==> src/rtl/tx_arbiter_pkg.sv <==
// Shared types and constants for the packet round-robin transmit arbiter.
// State encoding, source-tag header nibble and requester-count limits.
package tx_arbiter_pkg;

   localparam int ST_W = 3;

   typedef enum logic [ST_W-1:0] {
      ST_IDLE     = 3'd0,
      ST_HDR      = 3'd1,
      ST_FETCH    = 3'd2,
      ST_ISSUE    = 3'd3,
      ST_WAIT_ACK = 3'd4
   } state_t;

   localparam logic [3:0] HDR_NIBBLE = 4'hA;

   localparam int N_REQ_MIN = 2;
   localparam int N_REQ_MAX = 16;

   function automatic bit n_req_ok(input int n);
      return (n >= N_REQ_MIN) && (n <= N_REQ_MAX);
   endfunction

endpackage

==> src/rtl/tx_arbiter_if.sv <==
// Requester-side and controller-side handshake bundle of the transmit arbiter.
// master = arbiter side, slave = requesters plus FIFO controller.
interface tx_arbiter_if #(
   parameter int N_REQ = 4,
   parameter int ID_W  = $clog2(N_REQ)
);
   logic [N_REQ-1:0]   req_valid;
   logic [8*N_REQ-1:0] req_data;
   logic [N_REQ-1:0]   req_last;
   logic [N_REQ-1:0]   req_ready;
   logic               tx;
   logic [7:0]         data_tx;
   logic               tx_rdy_mon;
   logic               tx_ack_mon;
   logic               busy;
   logic [ID_W-1:0]    grant_id;

   modport master (
      input  req_valid, req_data, req_last, tx_rdy_mon, tx_ack_mon,
      output req_ready, tx, data_tx, busy, grant_id
   );

   modport slave (
      output req_valid, req_data, req_last, tx_rdy_mon, tx_ack_mon,
      input  req_ready, tx, data_tx, busy, grant_id
   );
endinterface

==> src/rtl/tx_arb_rr_pick.sv <==
// Rotating priority encoder: first set bit of req searching upward from last+1, wrapping.
// Purely combinational; valid is low when no request is set.
module tx_arb_rr_pick #(
   parameter int N_REQ = 4,
   parameter int ID_W  = $clog2(N_REQ)
) (
   input  logic [N_REQ-1:0] req,
   input  logic [ID_W-1:0]  last,
   output logic             valid,
   output logic [ID_W-1:0]  idx
);

   logic [ID_W-1:0] cand;

   // Walk from the farthest candidate down so the nearest hit is assigned last.
   always_comb begin
      valid = 1'b0;
      idx   = '0;
      cand  = '0;
      for (int k = N_REQ; k >= 1; k--) begin
         cand = ID_W'((int'(last) + k) % N_REQ);
         if (req[cand]) begin
            valid = 1'b1;
            idx   = cand;
         end
      end
   end

endmodule

==> src/rtl/tx_arbiter.sv <==
// Packet round-robin arbiter onto the controller tx/data_tx byte path; optional source tag under TX_ARB_HEADER_EN.
// All outputs registered; tx held until tx_rdy_mon, next byte only after tx_ack_mon; grant held for a whole packet.
module tx_arbiter
   import tx_arbiter_pkg::*;
#(
   parameter int N_REQ = 4
) (
   input  logic         clk,
   input  logic         rst,
   tx_arbiter_if.master bus
);

   localparam int ID_W = $clog2(N_REQ);

   if (!n_req_ok(N_REQ)) begin : g_bad_n_req
      $error("tx_arbiter: N_REQ out of range 2..16");
   end

   state_t              state, state_nxt;
   logic                tx_q, tx_nxt;
   logic [7:0]          dat_q, dat_nxt;
   logic [N_REQ-1:0]    rdy_q, rdy_nxt;
   logic                last_q, last_nxt;
   logic                busy_q;
   logic [ID_W-1:0]     gnt_q, gnt_nxt;
   logic [ID_W-1:0]     lg_q, lg_nxt;
   logic                pick_vld;
   logic [ID_W-1:0]     pick_idx;
   logic [ID_W+2:0]     byte_off;

   tx_arb_rr_pick #(
      .N_REQ (N_REQ),
      .ID_W  (ID_W)
   ) u_pick (
      .req   (bus.req_valid),
      .last  (lg_q),
      .valid (pick_vld),
      .idx   (pick_idx)
   );

   assign byte_off = {gnt_q, 3'b000};

   always_ff @(posedge clk or posedge rst) begin
      if (rst) begin
         state  <= ST_IDLE;
         tx_q   <= 1'b0;
         dat_q  <= 8'h00;
         rdy_q  <= '0;
         last_q <= 1'b0;
         busy_q <= 1'b0;
         gnt_q  <= '0;
         lg_q   <= ID_W'(N_REQ - 1);
      end else begin
         state  <= state_nxt;
         tx_q   <= tx_nxt;
         dat_q  <= dat_nxt;
         rdy_q  <= rdy_nxt;
         last_q <= last_nxt;
         busy_q <= (state_nxt != ST_IDLE);
         gnt_q  <= gnt_nxt;
         lg_q   <= lg_nxt;
      end
   end

   always_comb begin
      state_nxt = state;
      tx_nxt    = tx_q;
      dat_nxt   = dat_q;
      rdy_nxt   = '0;
      last_nxt  = last_q;
      gnt_nxt   = gnt_q;
      lg_nxt    = lg_q;
      case (state)
         ST_IDLE: begin
            if (pick_vld) begin
               gnt_nxt = pick_idx;
`ifdef TX_ARB_HEADER_EN
               state_nxt = ST_HDR;
`else
               state_nxt = ST_FETCH;
`endif
            end
         end
`ifdef TX_ARB_HEADER_EN
         ST_HDR: begin
            dat_nxt   = {HDR_NIBBLE, 4'(gnt_q)};
            last_nxt  = 1'b0;
            tx_nxt    = 1'b1;
            state_nxt = ST_ISSUE;
         end
`endif
         // Byte is consumed on this edge; the requester sees the ready pulse one cycle later.
         ST_FETCH: begin
            if (bus.req_valid[gnt_q]) begin
               dat_nxt        = bus.req_data[byte_off +: 8];
               last_nxt       = bus.req_last[gnt_q];
               rdy_nxt[gnt_q] = 1'b1;
               tx_nxt         = 1'b1;
               state_nxt      = ST_ISSUE;
            end
         end
         ST_ISSUE: begin
            if (bus.tx_rdy_mon) begin
               tx_nxt    = 1'b0;
               state_nxt = ST_WAIT_ACK;
            end
         end
         ST_WAIT_ACK: begin
            if (bus.tx_ack_mon) begin
               if (last_q) begin
                  lg_nxt    = gnt_q;
                  state_nxt = ST_IDLE;
               end else begin
                  state_nxt = ST_FETCH;
               end
            end
         end
         default: begin
            tx_nxt    = 1'b0;
            state_nxt = ST_IDLE;
         end
      endcase
   end

   assign bus.tx        = tx_q;
   assign bus.data_tx   = dat_q;
   assign bus.req_ready = rdy_q;
   assign bus.busy      = busy_q;
   assign bus.grant_id  = gnt_q;

endmodule

==> src/flat_wrapper.sv <==
// flat-port wrapper written by rule: the top's interface ports become plain ports
module tx_arbiter_flat import tx_arbiter_pkg::*;
#(
   parameter int N_REQ = 4
)
  (clk, rst, bus_req_valid, bus_req_data, bus_req_last, bus_tx_rdy_mon, bus_tx_ack_mon, bus_req_ready, bus_tx, bus_data_tx, bus_busy, bus_grant_id);
  tx_arbiter_if #(.N_REQ(N_REQ)) bus_i ();
  input  logic clk;
  input  logic rst;
  input wire logic [$bits(bus_i.req_valid)-1:0] bus_req_valid;
  input wire logic [$bits(bus_i.req_data)-1:0] bus_req_data;
  input wire logic [$bits(bus_i.req_last)-1:0] bus_req_last;
  input wire logic [$bits(bus_i.tx_rdy_mon)-1:0] bus_tx_rdy_mon;
  input wire logic [$bits(bus_i.tx_ack_mon)-1:0] bus_tx_ack_mon;
  output wire logic [$bits(bus_i.req_ready)-1:0] bus_req_ready;
  output wire logic [$bits(bus_i.tx)-1:0] bus_tx;
  output wire logic [$bits(bus_i.data_tx)-1:0] bus_data_tx;
  output wire logic [$bits(bus_i.busy)-1:0] bus_busy;
  output wire logic [$bits(bus_i.grant_id)-1:0] bus_grant_id;
  assign bus_i.req_valid = bus_req_valid;
  assign bus_i.req_data = bus_req_data;
  assign bus_i.req_last = bus_req_last;
  assign bus_i.tx_rdy_mon = bus_tx_rdy_mon;
  assign bus_i.tx_ack_mon = bus_tx_ack_mon;
  assign bus_req_ready = bus_i.req_ready;
  assign bus_tx = bus_i.tx;
  assign bus_data_tx = bus_i.data_tx;
  assign bus_busy = bus_i.busy;
  assign bus_grant_id = bus_i.grant_id;
  tx_arbiter #(.N_REQ(N_REQ)) u_core (.clk(clk), .rst(rst), .bus(bus_i));
endmodule
==> config.mk <==
export PLATFORM = sky130hd
export DESIGN_NAME = tx_arbiter_flat
export DESIGN_NICKNAME = d
export VERILOG_FILES = /design/src/rtl/tx_arbiter_pkg.sv /design/src/rtl/tx_arbiter_if.sv /design/src/rtl/tx_arb_rr_pick.sv /design/src/rtl/tx_arbiter.sv /design/src/flat_wrapper.sv
export SDC_FILE = /design/constraint.sdc
export NUM_CORES = 1
export LEC_CHECK = 0
export ABC_AREA = 0
export CAP_MARGIN = 20
export CORE_MARGIN = 1.5
export CORE_UTILIZATION = 40
export DETAILED_ROUTE_END_ITERATION = 8
export PLACE_DENSITY = 0.79
export SYNTH_ARGS = -nofsm -noshare
export SYNTH_HDL_FRONTEND = slang
export SYNTH_SLANG_ARGS = --single-unit
==> constraint.sdc <==
create_clock -name clk -period 2.23 [get_ports clk]
set_input_delay 0.669 -clock clk [delete_from_list [all_inputs] [get_ports clk]]
set_output_delay 0.669 -clock clk [all_outputs]
set_load 0.05 [all_outputs]
==> summary.txt, run 1 <==
Route
  • Met2 wire length: 1420 um
  • DRT met1 WL: 1160 um
  • DRT Wirelength: 3040 um
  • WL met3: 374 um
  • DR vias: 1,064
  • Residual DRC count: 0
  • Routed wire per std cell: between 15 and 20 um
  • Drt initial violations: 14
  • Top routing layer in use: met4
  • Vias per cell: between 5 and 6
  • TritonRoute pass-1 iters: 4
  • DRT antenna net count: 0

Worst hold path
  • Hold path depth: 1
  • Worst min-delay path category: reg -> reg

Timing
  • Relative slew margins: between 60% and 70%
  • Min cycle time layout: 2.17 ns
  • Worst Tran Pin Value: 0.508 ns
  • Final Hold Viols: 0
  • Final Max Slew Viols: 0
  • Setup TNS Final: 0 ns
  • Fmax achieved: 460 MHz
  • Final setup violation count: 0
  • Final worst setup slack: approximately 0.058 ns
  • Tcrit/Tclk final: a little over nine tenths
  • Clk_skew: 0.00540 ns
  • RSZ-0062 raised after global routing: false

Pwr
  • Power Dens Cells: 1310 mW/mm^2
  • Peak supply drop: 0.000669 V
  • Pleak: 0.838 nW

Synth
  • Synthesized area per cell: 13.7 um^2
  • Mapped Cells: 90
  • Commonest cells post-synth: dfrtp_1, mux2_2, inv_1, mux4_2, nor3_1
  • Mapped Area: 0.00123 mm^2
  • Synth top area share: about two fifths
  • Most common cell in the synthesized netlist: dfrtp_1
  • Ys Warns: 0
  • Syn Nets: 134
  • Largest cells by area after synthesis: dfrtp_1, mux4_2, mux4_1
  • Asr flop ratio synth: 100%
  • Post-synthesis register bit count: 22
  • Synth area leader: dfrtp_1
  • Main synth FF type: dfrtp_1
  • Synth cell types: 30
  • Seq/Total Area, Yosys: ~45%
  • Post-synth EDFFs: 0

Place
  • Placed insts: 184
  • DP Worst Slack: -0.144 ns
  • Routability cong.: about 0.80
  • Number of port buffers: 59
  • Placed instance area: between 0.0015 and 0.002 mm^2
  • Post-DP HPWL: 2410 um

GRT
  • First-pass GRT wire length: 4950 um
  • Largest net degree at the start of global routing: 23
  • Gr usage total: between 10% and 20%
  • Vias in the first global route: 1,175
  • GR Overflow Total: 0
  • Initial antenna violation count: 0

Cells and area
  • Fin cells: 188
  • Final antenna diode count: 0
  • Share of cells above drive strength 1: a little under a quarter
  • Design area: 0.00196 mm^2
  • Sequential Area: 553 um^2
  • Final core utilization: 69.4%
  • Multi-input gate area: 614 um^2
  • Final net count: 202
  • Layout area overhead: 59.1%
  • FILL cells: 203

Setup path
  • Cell Chain, Critical Path: clkdlybuf4s50_1
  • CP max FO: 2
  • CP delay by family, top: buffers and inverters
  • Max stage delay on crit path: ~0.8 ns
  • CP arrival: 1.50 ns
  • Setup crit end kind: primary output
  • Crit path launch type: flip-flop
  • CP bufs+invs: 1
  • WP data required: 1.56 ns
  • Reg2reg path depth: 3
  • Critical path depth in cells: 1
  • WS Path Type: reg -> out
  • Slowest cell on the critical path: clkdlybuf4s50_1

Clock network
  • Worst-path clk slew: 0.12 ns
  • Setup Buffers After CTS: 0
  • Clk_lat worst skew: 0.31 ns
  • CTS Root Cell: clkbuf_4
  • Clock H-tree levels: 1
  • Num Clock Sinks: 22
  • CTS tree: yes
  • Hold buffers post-CTS: 0
  • TritonCTS Buffers: 3
  • CTS max path bufs: 2

Floorplan
  • I/O pin total: 60
  • FP Rows: 19
  • Initial Utilization: a little over two fifths
  • Die area: 0.00343 mm^2
  • Die Ht: 58.5 um
  • Core area: 0.00283 mm^2
  • Die Wd: 58.5 um

Status
  • Status: complete, no violations

Run
  • Max-cap viol count: 0
## kinds of logic after synthesis
| kind of cell | Yosys count | share of synthesized area (%) |
|---|---|---|
| compound gates | 11 | 6.09 |
| mux | 22 | 31.5 |
| flops | 22 | 44.8 |
| buf+inv | 11 | 5.37 |
| simple gates | 24 | 12.2 |
## final timing paths
kind | slack [ns] | startpoint | end
setup / recovery | 0.06 | u_core.bus.data_tx[3]$_DFFE_PP0P_ | bus_data_tx[3]
hold / removal | 0.52 | u_core.bus.data_tx[1]$_DFFE_PP0P_ | u_core.bus.data_tx[1]$_DFFE_PP0P_
min in group asynchronous | 0.67 | rst | u_core.bus.data_tx[3]$_DFFE_PP0P_
hold reg to reg | 0.52 | u_core.bus.data_tx[1]$_DFFE_PP0P_ | u_core.bus.data_tx[1]$_DFFE_PP0P_
setup reg to reg | 0.56 | u_core.bus.grant_id[0]$_DFFE_PP0P_ | u_core.bus.data_tx[2]$_DFFE_PP0P_
max in group asynchronous | 1.28 | rst | u_core.lg_q[0]$_DFFE_PP1P_
## flip-flops by register name, summed over array words and instances (netlist names)
register	cells
u_core.bus.busy	1
u_core.bus.data_tx	8
u_core.bus.grant_id	2
u_core.bus.req_ready	4
u_core.bus.tx	1
u_core.last_q	1
u_core.lg_q	2
u_core.state	3
## final cells by class
cell class / count / area share [%]
Clock inverter: 1 / 1.53
Timing Repair Buffer: 68 / 34.7
Multi-Input combinational cell: 57 / 31.3
Tap cell: 31 / 1.98
Inverter: 6 / 1.15
Sequential cell: 22 / 28.2
Clock buffer: 3 / 1.15
## layer usage
| metal | global-route usage (%) | vias up |
|---|---|---|
| li1 | - | 484 |
| met1 | 20.7 | 501 |
| met2 | 34.8 | 71 |
| met3 | 5.05 | 8 |
| met4 | 12.0 | 0 |
| met5 | 0 | - |
## per-stage QoR
stage / total power, W / hold slack, ns
after floorplan: 0.00180 / 0.495
after global placement: 0.00226 / 0.491
after detailed placement: 0.00230 / 0.499
after CTS: 0.00260 / 0.528
after global routing: 0.00272 / 0.554
final: 0.00258 / 0.522
## where the power goes
| part | switching (W) | leakage [nW] | total [W] | internal [W] |
|---|---|---|---|---|
| logic | 0.000855 | 0.548 | 0.00158 | 0.000727 |
| clock network | 0.000119 | 0.0279 | 0.000301 | 0.000182 |
| registers | 0.000122 | 0.261 | 0.000694 | 0.000572 |
## cells in the final DEF (no fill, tap or decap), drive strengths merged, types with 3 or more instances in the layout
cell type,Yosys,layout
mux2,11,11
o21ai,3,3
nor3,5,5
nand2,4,4
buf,3,11
nor2b,4,4
clkbuf,2,3
clkdlybuf4s50,0,54
dfrtp,20,20
mux4,10,10
inv,6,6
## repair_timing
item | CTS | global route
hold endpoints to repair | 0 | 0
gates resized for setup | 1 | 2
endpoints found under the setup margin | 1 | 2
cloned | 0 | 0
(Power assumes the default switching activity.)
==> inputs of run 2 (changes only) <==
Settings changed: PLACE_DENSITY 0.79 to 0.78, SETUP_SLACK_MARGIN from default to 0.05, SYNTH_HIERARCHICAL from default to 1.
==> run 2 against run 1 <==
Final cell count up 10%. Largest cell class unchanged. Global-route usage down 1.6 points. Sequential power up 3.9%. Fmax up 2.9%. Synthesized area up 6.5%. Combinational power up 4%. Die area up 6.2%. Critical path type unchanged.
==> summary.txt, run 2 <==
Route
  • Routed wire per std cell: 14.9 um (-7.7%)
  • DRT antenna net count: 0 (unchanged)
  • TritonRoute pass-1 iters: 4 (unchanged)
  • Vias per cell: 5.16 (-8.8%)
  • Residual DRC count: 0 (unchanged)
  • DR vias: 1,068 (+0.38%)
  • DRT Wirelength: 3080 um (+1.6%)
  • Drt initial violations: 46 (+32)

Setup path
  • Slowest cell on the critical path: clkdlybuf4s50_1
  • CP arrival: 1.44 ns (-0.06 ns)
  • Crit path from: u_core/bus.req_ready[1]$_DFF_PP0_
  • WS Path Type: reg -> out
  • Reg2reg path depth: 4 (+1)
  • Critical path depth in cells: 1 (unchanged)
  • Max stage delay on crit path: 0.80 ns (about the same)
  • CP delay by family, top: buffers and inverters
  • Crit path launch type: flip-flop
  • Reg2reg start: u_core/bus.grant_id[0]$_DFFE_PP0P_
  • CP bufs+invs: 1 (unchanged)
  • Cell Chain, Critical Path: clkdlybuf4s50_1
  • Reg2reg setup slack: 0.60 ns (+0.04 ns)
  • CP max FO: 1 (-1)
  • WP data required: 1.56 ns (about the same)
  • Setup crit end kind: primary output

GRT
  • Vias in the first global route: 1,089 (-7.3%)
  • Initial antenna violation count: 0 (unchanged)
  • Gr usage total: 18.0% (-1.6 points)
  • Largest net degree at the start of global routing: 23 (unchanged)
  • First-pass GRT wire length: 4790 um (-3.4%)
  • GR Overflow Total: 0 (unchanged)

Synth
  • Main synth FF type: dfrtp_1
  • Most common cell in the synthesized netlist: dfrtp_1
  • Mapped Area: 0.00131 mm^2 (+6.5%)
  • Synth area leader: dfrtp_1
  • Largest cells by area after synthesis: dfrtp_1, mux4_1, mux2_4
  • Post-synth EDFFs: 0 (unchanged)
  • Seq/Total Area, Yosys: 42.1% (-2.7 points)
  • Ys Warns: 6 (+6)
  • Commonest cells post-synth: dfrtp_1, mux2_4, nand2_1, nand2b_1, nor2_1
  • Synthesized area per cell: 14.1 um^2 (+3.1%)
  • Post-synthesis register bit count: 22 (unchanged)
  • Synth cell types: 30 (unchanged)
  • Syn Nets: 137 (+2.2%)
  • Asr flop ratio synth: 100% (unchanged)
  • Mapped Cells: 93 (+3.3%)
  • Synth top area share: 38.1% (-2.5 points)

Status
  • Status: complete, no violations

Place
  • DP Worst Slack: -0.0801 ns (+0.0636 ns)
  • Placed insts: 203 (+10%)
  • Routability cong.: 0.770 (-3.8%)
  • Post-DP HPWL: 2530 um (+5.2%)
  • Number of port buffers: 59 (unchanged)

Cells and area
  • Most frequent cells in the layout: clkdlybuf4s50_1, dfrtp_1, buf_4
  • Fin cells: 207 (+10%)
  • Most common cell after layout, fill and taps aside: clkdlybuf4s50_1
  • Final net count: 208 (+3.0%)
  • Multi-input gate area: 679 um^2 (+11%)
  • FILL cells: 239 (+18%)
  • Share of cells above drive strength 1: 25.8% (+2.8 points)
  • Final antenna diode count: 0 (unchanged)
  • Layout area overhead: 56.4%
  • Max reg flops: 8 (unchanged)
  • Sequential Area: 553 um^2 (unchanged)

Worst hold path
  • Hold wc startpoint: u_core/bus.data_tx[4]$_DFFE_PP0P_
  • Worst min-delay path category: reg -> reg
  • Hold path depth: 1 (unchanged)

Timing
  • Clk_skew: 0.00594 ns (+0.000533 ns)
  • Tcrit/Tclk final: 94.7% (-2.7 points)
  • RSZ-0062 raised after global routing: false
  • Final Max Slew Viols: 0 (unchanged)
  • Final setup violation count: 0 (unchanged)
  • Min cycle time layout: 2.11 ns (-0.0609 ns)
  • Final Hold Viols: 0 (unchanged)
  • Worst Tran Pin Value: 0.511 ns (+0.00369 ns)
  • Fmax achieved: 474 MHz (+2.9%)
  • Final worst setup slack: 0.119 ns (+0.0609 ns)
  • Relative slew margins: 65.8% (-0.20 points)

Clock network
  • Clock H-tree levels: 1 (unchanged)
  • CTS resizes: 1 (unchanged)
  • Worst-path clk slew: 0.12 ns (about the same)
  • CTS max path bufs: 2 (unchanged)
  • Clk_lat worst skew: 0.30 ns (about the same)
  • Hold buffers post-CTS: 0 (unchanged)
  • Setup Buffers After CTS: 0 (unchanged)
  • TritonCTS Buffers: 3 (unchanged)
  • Num Clock Sinks: 22 (unchanged)
  • CTS Root Cell: clkbuf_4
  • CTS tree: yes

Pwr
  • Peak supply drop: 0.000732 V (+9.4%)
  • Pleak: 0.942 nW (+12%)
  • Power Dens Cells: 1260 mW/mm^2 (-4.0%)

Floorplan
  • Initial Utilization: 42.7% (-0.93 points)
  • I/O pin total: 60 (unchanged)
  • Die Ht: 60.3 um (+3.0%)
  • FP Rows: 20 (+1)
  • Die area: 0.00364 mm^2 (+6.2%)
  • Core area: 0.00308 mm^2 (+8.8%)
  • Die Wd: 60.3 um (+3.0%)

Run
  • Max-cap viol count: 0 (unchanged)
[run 2: final timing paths]
kind,endpoint
max,bus_req_ready[1]
min,u_core/bus.data_tx[4]$_DFFE_PP0P_
max reg2reg,u_core/bus.data_tx[3]$_DFFE_PP0P_
min reg2reg,u_core/bus.data_tx[4]$_DFFE_PP0P_
max in group asynchronous,u_core/lg_q[0]$_DFFE_PP1P_
min in group asynchronous,u_core/bus.data_tx[6]$_DFFE_PP0P_
[run 2: power by group]
group / leakage [nW] / switching [W] / internal (W)
Combinational: 0.658 / 0.000830 / 0.000820
Sequential: 0.262 / 0.000149 / 0.000572
Clock: 0.0210 / 0.000118 / 0.0000995
[run 2: routing by layer]
metal | GRT usage (%) | up-vias | routed length, um
met1 | 22.9 | 519 | 1240
met4 | 4.13 | 0 | 0
met5 | 0 | - | 0
met3 | 3.46 | 0 | 220
met2 | 31.7 | 56 | 1630
li1 | - | 493 | -
[run 2: final cells by class]
class / count / area share (%)
clock buffer: 4 / 1.77
inverter: 3 / 0.548
multi-input combinational: 63 / 33.1
sequential: 22 / 26.9
tap: 44 / 2.68
timing repair buffer: 71 / 35.0
[run 2: cells by family after synthesis]
| family | share of synthesized area [%] |
|---|---|
| buffers and inverters | 6.19 |
| AND/OR/NAND/NOR | 14.7 |
| AO/OA/AOI/OAI | 4.29 |
| multiplexers | 32.8 |
| flip-flops | 42.1 |
[run 2: stage by stage]
stage                     TNS [ns]  area, um^2  hold WS (ns)  power [W]  utilization, %
after CTS                        0        2030         0.536    0.00261            66.1
after detailed placement    -0.574        2000         0.502    0.00240            65.0
after global placement      -0.311        2000         0.493    0.00236            65.0
final                            0        2050         0.526    0.00259            66.7
after global routing             0        2050         0.549    0.00272            66.7
after floorplan                  0        1310         0.496    0.00190               -
